### src/rtl/tract_w_pkg.sv
// Shared pipeline definitions for the writeback stage: result-source encodings
// and the MEM/WB control register layout.
package tract_w_pkg;

  localparam logic [1:0] RES_ALU = 2'b00;
  localparam logic [1:0] RES_MEM = 2'b01;
  localparam logic [1:0] RES_PC4 = 2'b10;

  typedef struct packed {
    logic       valid;
    logic       regwrite;
    logic [1:0] resultsrc;
    logic [4:0] rd;
  } mem_wb_ctrl_t;

  // A register-file write only happens for a live instruction targeting a non-x0 register.
  function automatic logic wb_writes(mem_wb_ctrl_t c);
    return c.regwrite & c.valid & (c.rd != 5'd0);
  endfunction

endpackage

### src/rtl/tract_w_result_mux_w.sv
// Writeback result selector; the reserved encoding falls back to the ALU result.
module result_mux_w
  import tract_w_pkg::*;
#(
  parameter int DATA_WIDTH = 32
) (
  input  logic [1:0]            resultsrc,
  input  logic [DATA_WIDTH-1:0] alu_result,
  input  logic [DATA_WIDTH-1:0] read_data,
  input  logic [DATA_WIDTH-1:0] pc_plus4,
  output logic [DATA_WIDTH-1:0] result
);

  always_comb begin
    result = alu_result;
    case (resultsrc)
      RES_MEM: result = read_data;
      RES_PC4: result = pc_plus4;
      default: result = alu_result;
    endcase
  end

endmodule

### src/rtl/tract_w.sv
// MEM/WB pipeline register and writeback stage.
// Optional retirement counter and InstRetW port enabled by TRACT_W_INSTRET_EN.
module tract_w
  import tract_w_pkg::*;
#(
  parameter int DATA_WIDTH = 32
) (
  input  logic                  clk,
  input  logic                  rst_n,
  input  logic                  StallW,
  input  logic                  FlushW,
  input  logic                  ValidM,
  input  logic                  RegWriteM,
  input  logic [1:0]            ResultSrcM,
  input  logic [31:0]           RdM,
  input  logic [DATA_WIDTH-1:0] ALUResultMW,
  input  logic [DATA_WIDTH-1:0] ReadPartDataM,
  input  logic [DATA_WIDTH-1:0] PCPlus4M,
  output logic [DATA_WIDTH-1:0] ResultW,
  output logic [4:0]            RdW,
  output logic                  RegWriteW,
  output logic                  ValidW
`ifdef TRACT_W_INSTRET_EN
  ,
  output logic [63:0]           InstRetW
`endif
);

  mem_wb_ctrl_t          ctrl_q;
  logic [DATA_WIDTH-1:0] alu_q;
  logic [DATA_WIDTH-1:0] mem_q;
  logic [DATA_WIDTH-1:0] pc4_q;

  logic unused_rd_hi;
  assign unused_rd_hi = ^RdM[31:5];

  // Flush only kills the control bits; data fields are don't-care for a bubble and are simply held.
  always_ff @(posedge clk or negedge rst_n) begin
    if (!rst_n) begin
      ctrl_q <= '0;
      alu_q  <= '0;
      mem_q  <= '0;
      pc4_q  <= '0;
    end else if (FlushW) begin
      ctrl_q.valid    <= 1'b0;
      ctrl_q.regwrite <= 1'b0;
    end else if (!StallW) begin
      ctrl_q.valid     <= ValidM;
      ctrl_q.regwrite  <= RegWriteM;
      ctrl_q.resultsrc <= ResultSrcM;
      ctrl_q.rd        <= RdM[4:0];
      alu_q            <= ALUResultMW;
      mem_q            <= ReadPartDataM;
      pc4_q            <= PCPlus4M;
    end
  end

  result_mux_w #(
    .DATA_WIDTH(DATA_WIDTH)
  ) u_result_mux (
    .resultsrc (ctrl_q.resultsrc),
    .alu_result(alu_q),
    .read_data (mem_q),
    .pc_plus4  (pc4_q),
    .result    (ResultW)
  );

  assign RdW       = ctrl_q.rd;
  assign ValidW    = ctrl_q.valid;
  assign RegWriteW = wb_writes(ctrl_q);

`ifdef TRACT_W_INSTRET_EN
  logic [63:0] instret_q;

  // The WB occupant retires whenever it leaves; a flush only affects the incoming slot.
  always_ff @(posedge clk or negedge rst_n) begin
    if (!rst_n) begin
      instret_q <= '0;
    end else if (ctrl_q.valid && !StallW) begin
      instret_q <= instret_q + 64'd1;
    end
  end

  assign InstRetW = instret_q;
`endif

endmodule
### config.mk
export PLATFORM = sky130hd
export DESIGN_NAME = tract_w
export DESIGN_NICKNAME = d
export VERILOG_FILES = /design/src/rtl/tract_w_pkg.sv /design/src/rtl/tract_w_result_mux_w.sv /design/src/rtl/tract_w.sv
export SDC_FILE = /design/constraint.sdc
export NUM_CORES = 1
export LEC_CHECK = 0
export BUFFER_PORTS_ARGS = -buffer_cell sky130_fd_sc_hd__buf_2
export CAP_MARGIN = 20
export CORE_MARGIN = 3
export CORE_UTILIZATION = 45
export CTS_CLUSTER_DIAMETER = 40
export DETAILED_ROUTE_END_ITERATION = 10
export HOLD_SLACK_MARGIN = 0.05
export PLACE_DENSITY_LB_ADDON = 0.3
export SLEW_MARGIN = 25
export SYNTH_ARGS = -nofsm -noshare
export SYNTH_HDL_FRONTEND = slang
export SYNTH_SLANG_ARGS = --single-unit
### constraint.sdc
create_clock -name clk -period 1.5 [get_ports clk]
set_input_delay 0 -clock clk [delete_from_list [all_inputs] [get_ports clk]]
set_output_delay 0 -clock clk [all_outputs]
set_load 0.005 [all_outputs]
==> flow_summary_export.csv, run 1 <==
group,metric,value,unit
worst_setup_path,max_stage_delay,430,ps
cells_and_area,fillers,689,
cts,cts_tree,"done",
worst_setup_path,worstPathArrival,1720,ps
floorplanning,core_area,10400,µm²
global_route,overflow,0,
floorplanning,dieArea,12000,µm²
global_route,groute.usage.overall,21.4,%
synth,synth_top_family_by_area,"multiplexers",
timing,maxSlewViolCount,0,
placed_design,dp_hpwl,7040,µm
timing,max-slew-margin-rel,63.8,%
cts,cts_buffers,9,
power_and_ir_drop,ir_drop,0.000647,V
cts,clock-sinks,105,
synth,yosys.area.top_type_share,54.2,%
synth,synth_xor_area_share,0,%
drt,drc,0,
drt,dr.pass1.iters,4,
timing,skew,0,ps
global_route,grt_pass1_vias,4015,
cells_and_area,drive_gt1_share,53.1,%
drt,antenna_left,0,
synth,yosysUniqueCellTypes,17,
cts,clkLatencyLatePin,370,ps
synth,syn_area_per_cell,14.1,µm²
synth,seq_area_frac_synth,54.2,%
global_route,antenna_found_initial,0,
synth,ys.warnings.count,0,
timing,hold_viol_final,0,
drt,post_drt_wl_per_cell,18.7,µm
worst_setup_path,crit_type,"reg -> out",
timing,setup_ws,-222,ps
timing,max_freq,581,MHz
worst_hold_path,hp-class,"in -> async",
worst_setup_path,crit_chain,"inv_2 > ha_4 > buf_12 > clkbuf_16 > nand2_2 > o21ai_1 > buf_2",
synth,syn_inst,344,
placed_design,port_buffers,147,
synth,yosysTopAreaCell,"dfrtp_1",
synth,synth_compound_area_share,8.47,%
floorplanning,initial_utilization,46.5,%
cells_and_area,regArea,2630,µm²
worst_setup_path,crit_path_start_kind,"register",
floorplanning,chipWidth,110,µm
synth,synth_area,4840,µm²
floorplanning,io_pins,175,
drt,num_vias,3852,
worst_setup_path,worstPathRequired,1500,ps
cells_and_area,multi_input_area,2160,µm²
floorplanning,fp.dieH,110,µm
power_and_ir_drop,p_total,8.52,mW
synth,syn_nets,482,
synth,synthMuxAreaShare,29.8,%
synth,ys_seq_elements,105,
cts,cts_max_path_buffers,2,
power_and_ir_drop,p_leak,3.53,nW
outcome,status,"finished with violations",
timing,worst_pin_slew,544,ps
cells_and_area,syn2layout_area_growth,54.8,%
synth,ys_top_cells_by_area,"dfrtp_1 (54%), mux2_4 (22%), mux2_2 (7.7%)",
global_route,grt_max_degree,106,
cts,cts_max_level,3,
worst_setup_path,critPathSlowestCell,"dfrtp_1",
cts,clk_pin_slew,100,ps
power_and_ir_drop,p_per_area,1140,nW/µm²
job,cap_violations,0,
placed_design,place_congestion,0.738,
cells_and_area,antenna_cells,0,
worst_setup_path,cp_max_fo,7,
drt,drt-initial-drc-count,208,
global_route,grt_pass1_wl,19600,µm
timing,period_minus_slack,1720,ps
synth,synth_fa_ha_area_share,0.517,%
floorplanning,rows,37,
cells_and_area,final_nets,747,
drt,via_per_inst,5.14,
worst_setup_path,end_kind,"output pin",
timing,period_share,115,%
timing,setup_viol,33,
outcome,violations,"setup timing",
cts,cts-root-buf,"clkbuf_8",
timing,fin_tns_setup,-6250,ps
synth,synthSimpleGateAreaFrac,2.89,%
timing,rsz0062_at_grt,"true",
drt,wl,14000,µm
-- cells in the mapped netlist, drive strengths merged --
master  number
o21ai       32
ha           2
clkbuf      13
nand2       32
inv          2
a22oi       32
mux2i        2
o311a        1
dfrtp      105
nor2         3
mux2       103
buf         16
or3          1
-- metal layers --
metal	global-route usage [%]	share of wire [%]	up-vias
met5	0	0	-
met4	9.71	2.9	0
li1	-	-	1756
met1	27.2	42	1914
met2	35.0	49	149
met3	4.82	6.0	33
-- per-stage QoR --
stage                     instance area, µm²  worst slack (ps)  cells  hold WS, ps  utilization [%]
after CTS                               7100              -192    734          230             68.2
after detailed placement                5730               179    608          112             55.0
after global routing                    7500              -300    750          265             72.0
final                                   7500              -222    750          228             72.0
after floorplan                         4840               194    344         -296                -
after global placement                  5730               202    608          112             55.0
-- worst max-delay path, delay by kind of cell, from the launching register on --
kind                     cells  cell delay [ps]
flip-flops                   1              430
AND/OR/NAND/NOR              1               40
buffers and inverters        4              500
adder cells (fa/ha/maj)      1              320
AO/OA/AOI/OAI                1               60
-- area by class of cell --
type,instances,area share [%]
Multi-Input combinational cell,208,28.8
Clock inverter,5,1.03
Sequential cell,105,35.0
Clock buffer,11,2.02
Inverter,2,0.100
Tap cell,136,2.27
Timing Repair Buffer,283,30.8
-- placed cells by master, fill, tap and decap left out, types with 2 or more instances in the layout --
cell type,instances
clkinv_2,2
o21ai_2,12
buf_2,146
nor2_1,2
buf_8,2
dfrtp_1,105
mux2_4,70
o21ai_1,18
buf_4,8
a22oi_1,28
clkbuf_8,11
mux2i_1,2
bufinv_16,2
dlygate4sd3_1,108
ha_4,2
nand2_1,21
nand2_2,10
buf_6,2
clkbuf_16,7
mux2_2,33
a22oi_2,4
buf_12,9
-- final timing paths --
path,from,end,slack (ps),cells past startpoint
max,ctrl_q[5]$_DFFE_PN0P_,ResultW[16],-220,7
min,rst_n,mem_q[20]$_DFFE_PN0P_,230,3
max reg2reg,ValidW$_DFFE_PN0P_,ValidW$_DFFE_PN0P_,210,3
min reg2reg,alu_q[29]$_DFFE_PN0P_,alu_q[29]$_DFFE_PN0P_,510,1
max in group asynchronous,rst_n,pc4_q[4]$_DFFE_PN0P_,880,3
min in group clk,StallW,pc4_q[30]$_DFFE_PN0P_,260,4
-- state kept, by name, indices dropped and copies added (netlist names) --
name	cells
alu_q	32
pc4_q	32
mem_q	32
ValidW	1
RdW	5
ctrl_q	3
-- cell families after synthesis --
| group | Yosys count |
|---|---|
| compound gates | 65 |
| mux | 105 |
| simple gates | 36 |
| fa+ha+maj | 2 |
| flops | 105 |
| buf+inv | 31 |
-- report_power, final --
| group | leakage, nW | internal [mW] | switching, mW | total [mW] |
|---|---|---|---|---|
| Clock | 0.115 | 1.03 | 0.968 | 1.99 |
| Combinational | 2.18 | 1.78 | 1.23 | 3.01 |
| Sequential | 1.24 | 3.24 | 0.267 | 3.51 |
| Total | 3.53 | 6.05 | 2.47 | 8.52 |
-- timing repair --
| action | 4_1_cts | 5_1_grt |
|---|---|---|
| hold buffers | 108 | 0 |
| endpoints found under the setup margin | 33 | 33 |
| resized for setup | 16 | 59 |
| buffers inserted | 1 | 6 |
| cloned | 1 | 10 |
| pin swaps | 0 | 6 |
| hold endpoints to repair | 210 | 0 |
Power figures use the tool's default switching activity.
==> inputs of run 2 (changes only) <==
- CORE_MARGIN: 3 -> unset
- REMOVE_ABC_BUFFERS: unset -> 1
==> run 2 against run 1 <==
The flow still finishes with violations (setup timing). Fmax grew 5.6%. Sequential share of layout area grew 1.1 points. Clock-buffer cell count up 1. Design area decreased by 3.2%. Non-clock buffer count fell by 13. Wire length fell by 12%. Worst hold slack got worse by 120 ps. Total power fell by 9.0%. Flip-flop and latch count unchanged. Critical path depth decreased by 1. Critical endpoint is now ResultW[29]. Largest cell class unchanged. Highest routed layer unchanged.
==> flow_summary_export.csv, run 2 (same netlist as run 1, synthesis figures left out) <==
group,metric,value,unit
outcome,status,"finished with violations",
outcome,violations,"setup timing",
worst_setup_path,reg2reg_from,"ValidW$_DFFE_PN0P_",
placed_design,place_congestion,0.740,
cells_and_area,syn2layout_area_growth,49.9,%
cells_and_area,drive_gt1_share,52.1,%
worst_setup_path,endpoint,"ResultW[29]",
worst_setup_path,r2r_setup_slack,200,ps
cells_and_area,final_nets,734,
drt,drc,0,
floorplanning,fp.dieH,106,µm
global_route,antenna_found_initial,0,
timing,period_share,109,%
cts,cts_max_level,3,
worst_setup_path,startpoint,"ctrl_q[5]$_DFFE_PN0P_",
timing,skew,0,ps
worst_setup_path,end_kind,"output pin",
worst_setup_path,critPathSlowestCell,"dfrtp_1",
worst_setup_path,crit_path_start_kind,"register",
worst_setup_path,r2r_cells,3,
power_and_ir_drop,p_leak,3.38,nW
drt,num_vias,3727,
timing,period_minus_slack,1630,ps
drt,drt-initial-drc-count,167,
worst_setup_path,crit_type,"reg -> out",
worst_setup_path,max_stage_delay,410,ps
timing,fin_tns_setup,-3440,ps
global_route,groute.usage.overall,22.1,%
cts,cts-root-buf,"clkbuf_8",
timing,hold_viol_final,0,
cells_and_area,mostFrequentLayoutCells,"buf_2 (146), dlygate4sd3_1 (108), dfrtp_1 (105)",
worst_setup_path,worstPathArrival,1630,ps
cells_and_area,reg_top3,"alu_q (32), mem_q (32), pc4_q (32)",
drt,antenna_left,0,
worst_setup_path,worstPathRequired,1500,ps
cts,cts_buffers,9,
power_and_ir_drop,ir_drop,0.000575,V
drt,post_drt_wl_per_cell,16.6,µm
drt,wl,12300,µm
drt,via_per_inst,5.06,
drt,dr.pass1.iters,6,
timing,max_freq,613,MHz
timing,max-slew-margin-rel,73.4,%
worst_hold_path,hp-class,"in -> async",
cells_and_area,antenna_cells,0,
timing,setup_viol,33,
global_route,overflow,0,
floorplanning,chipWidth,106,µm
floorplanning,dieArea,11200,µm²
worst_setup_path,cp_max_fo,16,
job,cap_violations,0,
floorplanning,initial_utilization,46.7,%
cts,cts_max_path_buffers,2,
global_route,grt_pass1_wl,19400,µm
timing,maxSlewViolCount,0,
cells_and_area,fillers,698,
worst_setup_path,r2r_end,"ValidW$_DFFE_PN0P_",
cells_and_area,final_common_cell,"buf_2",
worst_setup_path,crit_chain,"buf_6 > ha_4 > buf_12 > a22oi_1 > o21ai_1 > buf_2",
floorplanning,rows,37,
cts,cts_tree,"done",
timing,rsz0062_at_grt,"true",
timing,setup_ws,-131,ps
placed_design,placed_cell_area,5760,µm²
cts,clock-sinks,105,
global_route,grt_pass1_vias,4007,
placed_design,dp_hpwl,7050,µm
cts,clk_pin_slew,100,ps
timing,worst_pin_slew,399,ps
floorplanning,io_pins,175,
floorplanning,core_area,10400,µm²
global_route,grt_max_degree,56,
power_and_ir_drop,p_per_area,1070,nW/µm²
placed_design,port_buffers,147,
cells_and_area,fin_area,7260,µm²
cts,clkLatencyLatePin,350,ps
## run 2: cell types whose count changed in the layout (fill, tap and decap cells not counted), sizes merged
cell,before,now
buf,168,161
clkbuf,18,13
bufinv,2,1
clkinv,2,1
clkinvlp,1,2
## run 2: critical path, delay by kind of cell, from the launching register on
kind            cells  cell delay (ps)
compound gates      2              280
flops               1              410
fa+ha+maj           1              170
buf+inv             3              410
## run 2: metal layers
metal  up-vias  global-route usage [%]  routed length [µm]
met3        16                    3.96                 456
met2       103                    40.3                6500
met1      1882                    26.4                5110
met4         0                    7.04                 191
li1       1726                       -                   -
met5         -                       0                   0
## run 2: report_power, final
group | internal, mW | leakage [nW] | switching (mW) | total, mW
Sequential | 3.24 | 1.24 | 0.279 | 3.52
Clock | 0.778 | 0.0868 | 0.919 | 1.70
Combinational | 1.48 | 2.06 | 1.04 | 2.53
Total | 5.50 | 3.38 | 2.24 | 7.75
## run 2: worst min-delay path by stage
stage	cells past startpoint	slack, ps	startpoint	end
after global routing	2	120	rst_n	mem_q[10]$_DFFE_PN0P_
after CTS	2	90	rst_n	pc4_q[10]$_DFFE_PN0P_
after floorplan	0	-300	rst_n	RdW[0]$_DFFE_PN0P_
final	2	100	rst_n	pc4_q[20]$_DFFE_PN0P_
after detailed placement	1	-50	rst_n	pc4_q[20]$_DFFE_PN0P_
after global placement	1	-50	rst_n	pc4_q[20]$_DFFE_PN0P_
## run 2: metrics by stage
stage | total power, mW | std cells | setup WS, ps | utilization (%) | hold slack, ps
2_1_floorplan | 4.61 | 315 | -2840 | - | -296
4_1_cts | 7.67 | 735 | -157 | 69.4 | 94.2
6_report | 7.75 | 737 | -131 | 70.0 | 105
3_5_place_dp | 5.49 | 608 | 144 | 55.5 | -50.0
5_1_grt | 8.15 | 737 | -245 | 70.0 | 121
3_3_place_gp | 5.42 | 608 | 169 | 55.5 | -53.0
## run 2: final cells by class
class	instances	area [µm²]	share of cell area, %
well taps	136	170	2.34
flip-flops and latches	105	2630	36.2
clock buffers	12	135	1.86
inverters	2	7.51	0.103
clock inverters	4	53.8	0.741
repair buffers	270	2090	28.7
multi-input cells	208	2180	30.0
## run 2: repair_timing
item / in CTS / in global routing
setup endpoints to repair: 33 / 33
setup buffers: 2 / 1
cloned: 1 / 1
endpoints found under the hold margin: 210 / 0
pin swaps: 5 / 2
resized for setup: 45 / 16
hold buffers: 108 / 0
==> inputs of run 3 (changes only) <==
- BUFFER_PORTS_ARGS: -buffer_cell sky130_fd_sc_hd__buf_2 -> -buffer_cell sky130_fd_sc_hd__buf_4
- SYNTH_HIERARCHICAL: unset -> 1
- clock period: 1.5 -> 1.4 ns (I/O delays scaled with it)
==> run 3 against run 2 <==
Core utilization increased by 6.3 points. Combinational power increased by 37%. Non-clock buffer count up 14. Clock-buffer cell count rose by 1. The run still ends with setup timing left. Total power up 17%. Wire length rose by 15%. Sequential power up 8.0%. Sequential share of layout area shrank 3.1 points. First-iteration DRC count down 12%. Via count increased by 2.2%.
==> flow_summary_export.csv, run 3 <==
group,metric,value,unit
timing,max-slew-margin-rel,67.1,%
synth,synthArstFlopShare,100,%
placed_design,port_buffers,147,
power_and_ir_drop,power.switching,2.71,mW
placed_design,placed_cell_area,6230,µm²
worst_setup_path,crit_type,"reg -> out",
cts,clock-sinks,105,
power_and_ir_drop,p_leak,3.67,nW
timing,rsz0062_at_grt,"true",
floorplanning,initial_utilization,46.8,%
worst_setup_path,r2r_setup_slack,120,ps
timing,max_freq,586,MHz
drt,dr.pass1.iters,4,
global_route,grt_pass1_wl,21000,µm
outcome,status,"finished with violations",
floorplanning,rows,37,
cells_and_area,mostFrequentLayoutCells,"buf_4 (154), dlygate4sd3_1 (108), dfrtp_1 (104)",
floorplanning,chipWidth,106,µm
synth,yosysTopAreaCell,"dfrtp_1",
worst_setup_path,worstPathArrival,1710,ps
synth,yosysUniqueCellTypes,17,
global_route,antenna_found_initial,0,
cts,cts_max_path_buffers,2,
cells_and_area,final_common_cell,"buf_4",
job,cap_violations,0,
drt,drt-initial-drc-count,147,
cells_and_area,reg_top3,"alu_q (32), mem_q (32), pc4_q (32)",
cts,cts-root-buf,"clkbuf_8",
worst_hold_path,hp-class,"in -> async",
global_route,grt_pass1_vias,4243,
floorplanning,fp.dieH,106,µm
global_route,overflow,0,
power_and_ir_drop,p_total,9.03,mW
cts,clkLatencyLatePin,380,ps
timing,maxSlewViolCount,0,
cts,cts_max_level,3,
timing,skew,0,ps
synth,synth_edf_count,0,
synth,synth.most_common_cell,"dfrtp_1",
drt,post_drt_wl_per_cell,18.8,µm
power_and_ir_drop,ir_drop,0.00101,V
worst_setup_path,crit_path_start_kind,"register",
floorplanning,io_pins,175,
synth,ys.warnings.count,6,
drt,wl,14100,µm
worst_setup_path,crit_chain,"inv_2 > ha_4 > buf_12 > clkbuf_16 > o21ai_2 > buf_4",
timing,setup_ws,-305,ps
cells_and_area,antenna_cells,0,
cells_and_area,syn2layout_area_growth,63.0,%
placed_design,place_congestion,0.741,
cells_and_area,fin_area,7950,µm²
cells_and_area,final_nets,748,
power_and_ir_drop,p_clk_share,19.5,%
synth,yosys.area.top_type_share,53.8,%
timing,hold_viol_final,0,
floorplanning,dieArea,11300,µm²
worst_setup_path,end_kind,"output pin",
timing,period_minus_slack,1710,ps
power_and_ir_drop,p_per_area,1140,nW/µm²
floorplanning,core_area,10400,µm²
placed_design,dp_hpwl,7540,µm
worst_setup_path,cp_max_fo,6,
worst_setup_path,worstPathRequired,1400,ps
timing,worst_pin_slew,493,ps
power_and_ir_drop,pwr-share-seq,42.0,%
drt,num_vias,3808,
worst_setup_path,max_stage_delay,450,ps
outcome,violations,"setup timing",
global_route,grt_max_degree,43,
worst_setup_path,critPathSlowestCell,"dfrtp_2",
synth,ys_seq_elements,105,
drt,via_per_inst,5.07,
synth,syn_area_per_cell,14.2,µm²
cells_and_area,drive_gt1_share,56.6,%
synth,synth_area,4880,µm²
synth,synth_commonest_cells,"dfrtp_1 (105), mux2_4 (70), mux2_2 (33), a22oi_1 (32), nand2_1 (32)",
power_and_ir_drop,comb_power_share,38.4,%
global_route,groute.usage.overall,24.5,%
drt,drc,0,
cts,cts_tree,"done",
timing,setup_viol,33,
drt,antenna_left,0,
cts,clk_pin_slew,100,ps
power_and_ir_drop,intPower,6.33,mW
cts,cts_buffers,9,
timing,fin_tns_setup,-8320,ps
timing,period_share,122,%
synth,ys_top_cells_by_area,"dfrtp_1 (54%), mux2_4 (22%), mux2_2 (7.6%)",
synth,syn_inst,344,
power_and_ir_drop,swShare,30.0,%
synth,seq_area_frac_synth,53.8,%
synth,synth_top_flop_cell,"dfrtp_1",
-- run 3: critical path, delay by kind of cell, from the launching register on --
family | cells | cell delay, ps
DFF | 1 | 450
adders and majority gates | 1 | 210
buffers and inverters | 4 | 530
AOI/OAI and AO/OA | 1 | 130
-- run 3: area by class of cell --
cell class                 instances  area [µm²]
fill                             589        2460
clock buffer                      13         159
sequential                       105        2630
multi-input combinational        208        2280
inverter                           2        7.51
timing repair buffer             284        2700
tap                              136         170
clock inverter                     3        15.0
-- run 3: kinds of logic after synthesis --
logic type	synth area share, %
adder cells (fa/ha/maj)	0.513
buffers and inverters	4.79
multiplexers	29.6
AO/OA/AOI/OAI	8.41
AND/OR/NAND/NOR	2.87
flip-flops	53.8
-- run 3: routing by layer --
metal	up-vias	global-route usage (%)	share of wire, %	wire (µm)
met3	30	5.89	5.0	699
li1	1771	-	-	-
met1	1886	28.6	39	5480
met2	121	43.7	54	7580
met4	0	8.53	2.4	342
met5	-	0	0	0
-- run 3: power groups by stage --
stage	combinational, mW	sequential, mW	clock [mW]
floorplan	1.28	3.71	0
global route	3.68	3.86	1.92
CTS	3.04	3.75	1.82
global placement	2.41	3.76	0
detailed placement	2.45	3.79	0
finish	3.47	3.80	1.76
-- run 3: worst paths after layout --
check,from,to,cells after the start
max,ctrl_q[5]$_DFFE_PN0P_,ResultW[14],6
min,rst_n,mem_q[26]$_DFFE_PN0P_,2
max reg2reg,ValidW$_DFFE_PN0P_,ValidW$_DFFE_PN0P_,3
min reg2reg,alu_q[30]$_DFFE_PN0P_,alu_q[30]$_DFFE_PN0P_,1
max in group asynchronous,rst_n,mem_q[2]$_DFFE_PN0P_,3
min in group clk,StallW,alu_q[17]$_DFFE_PN0P_,4
-- run 3: what timing repair did --
action | 4_1_cts | 5_1_grt
buffers inserted | 3 | 1
hold buffers | 108 | 0
gates resized for setup | 29 | 38
endpoints found under the hold margin | 210 | 0
setup endpoints to repair | 33 | 33
pin swaps | 2 | 11
cloned | 2 | 5
-- run 3: stage by stage --
stage | cells | util, % | hold slack [ps] | setup slack (ps)
floorplan | 315 | - | -296 | -2940
global placement | 616 | 59.8 | -10.8 | 144
detailed placement | 616 | 59.8 | -0.685 | 115
CTS | 745 | 73.7 | 113 | -315
global route | 751 | 76.4 | 142 | -378
finish | 751 | 76.4 | 106 | -305
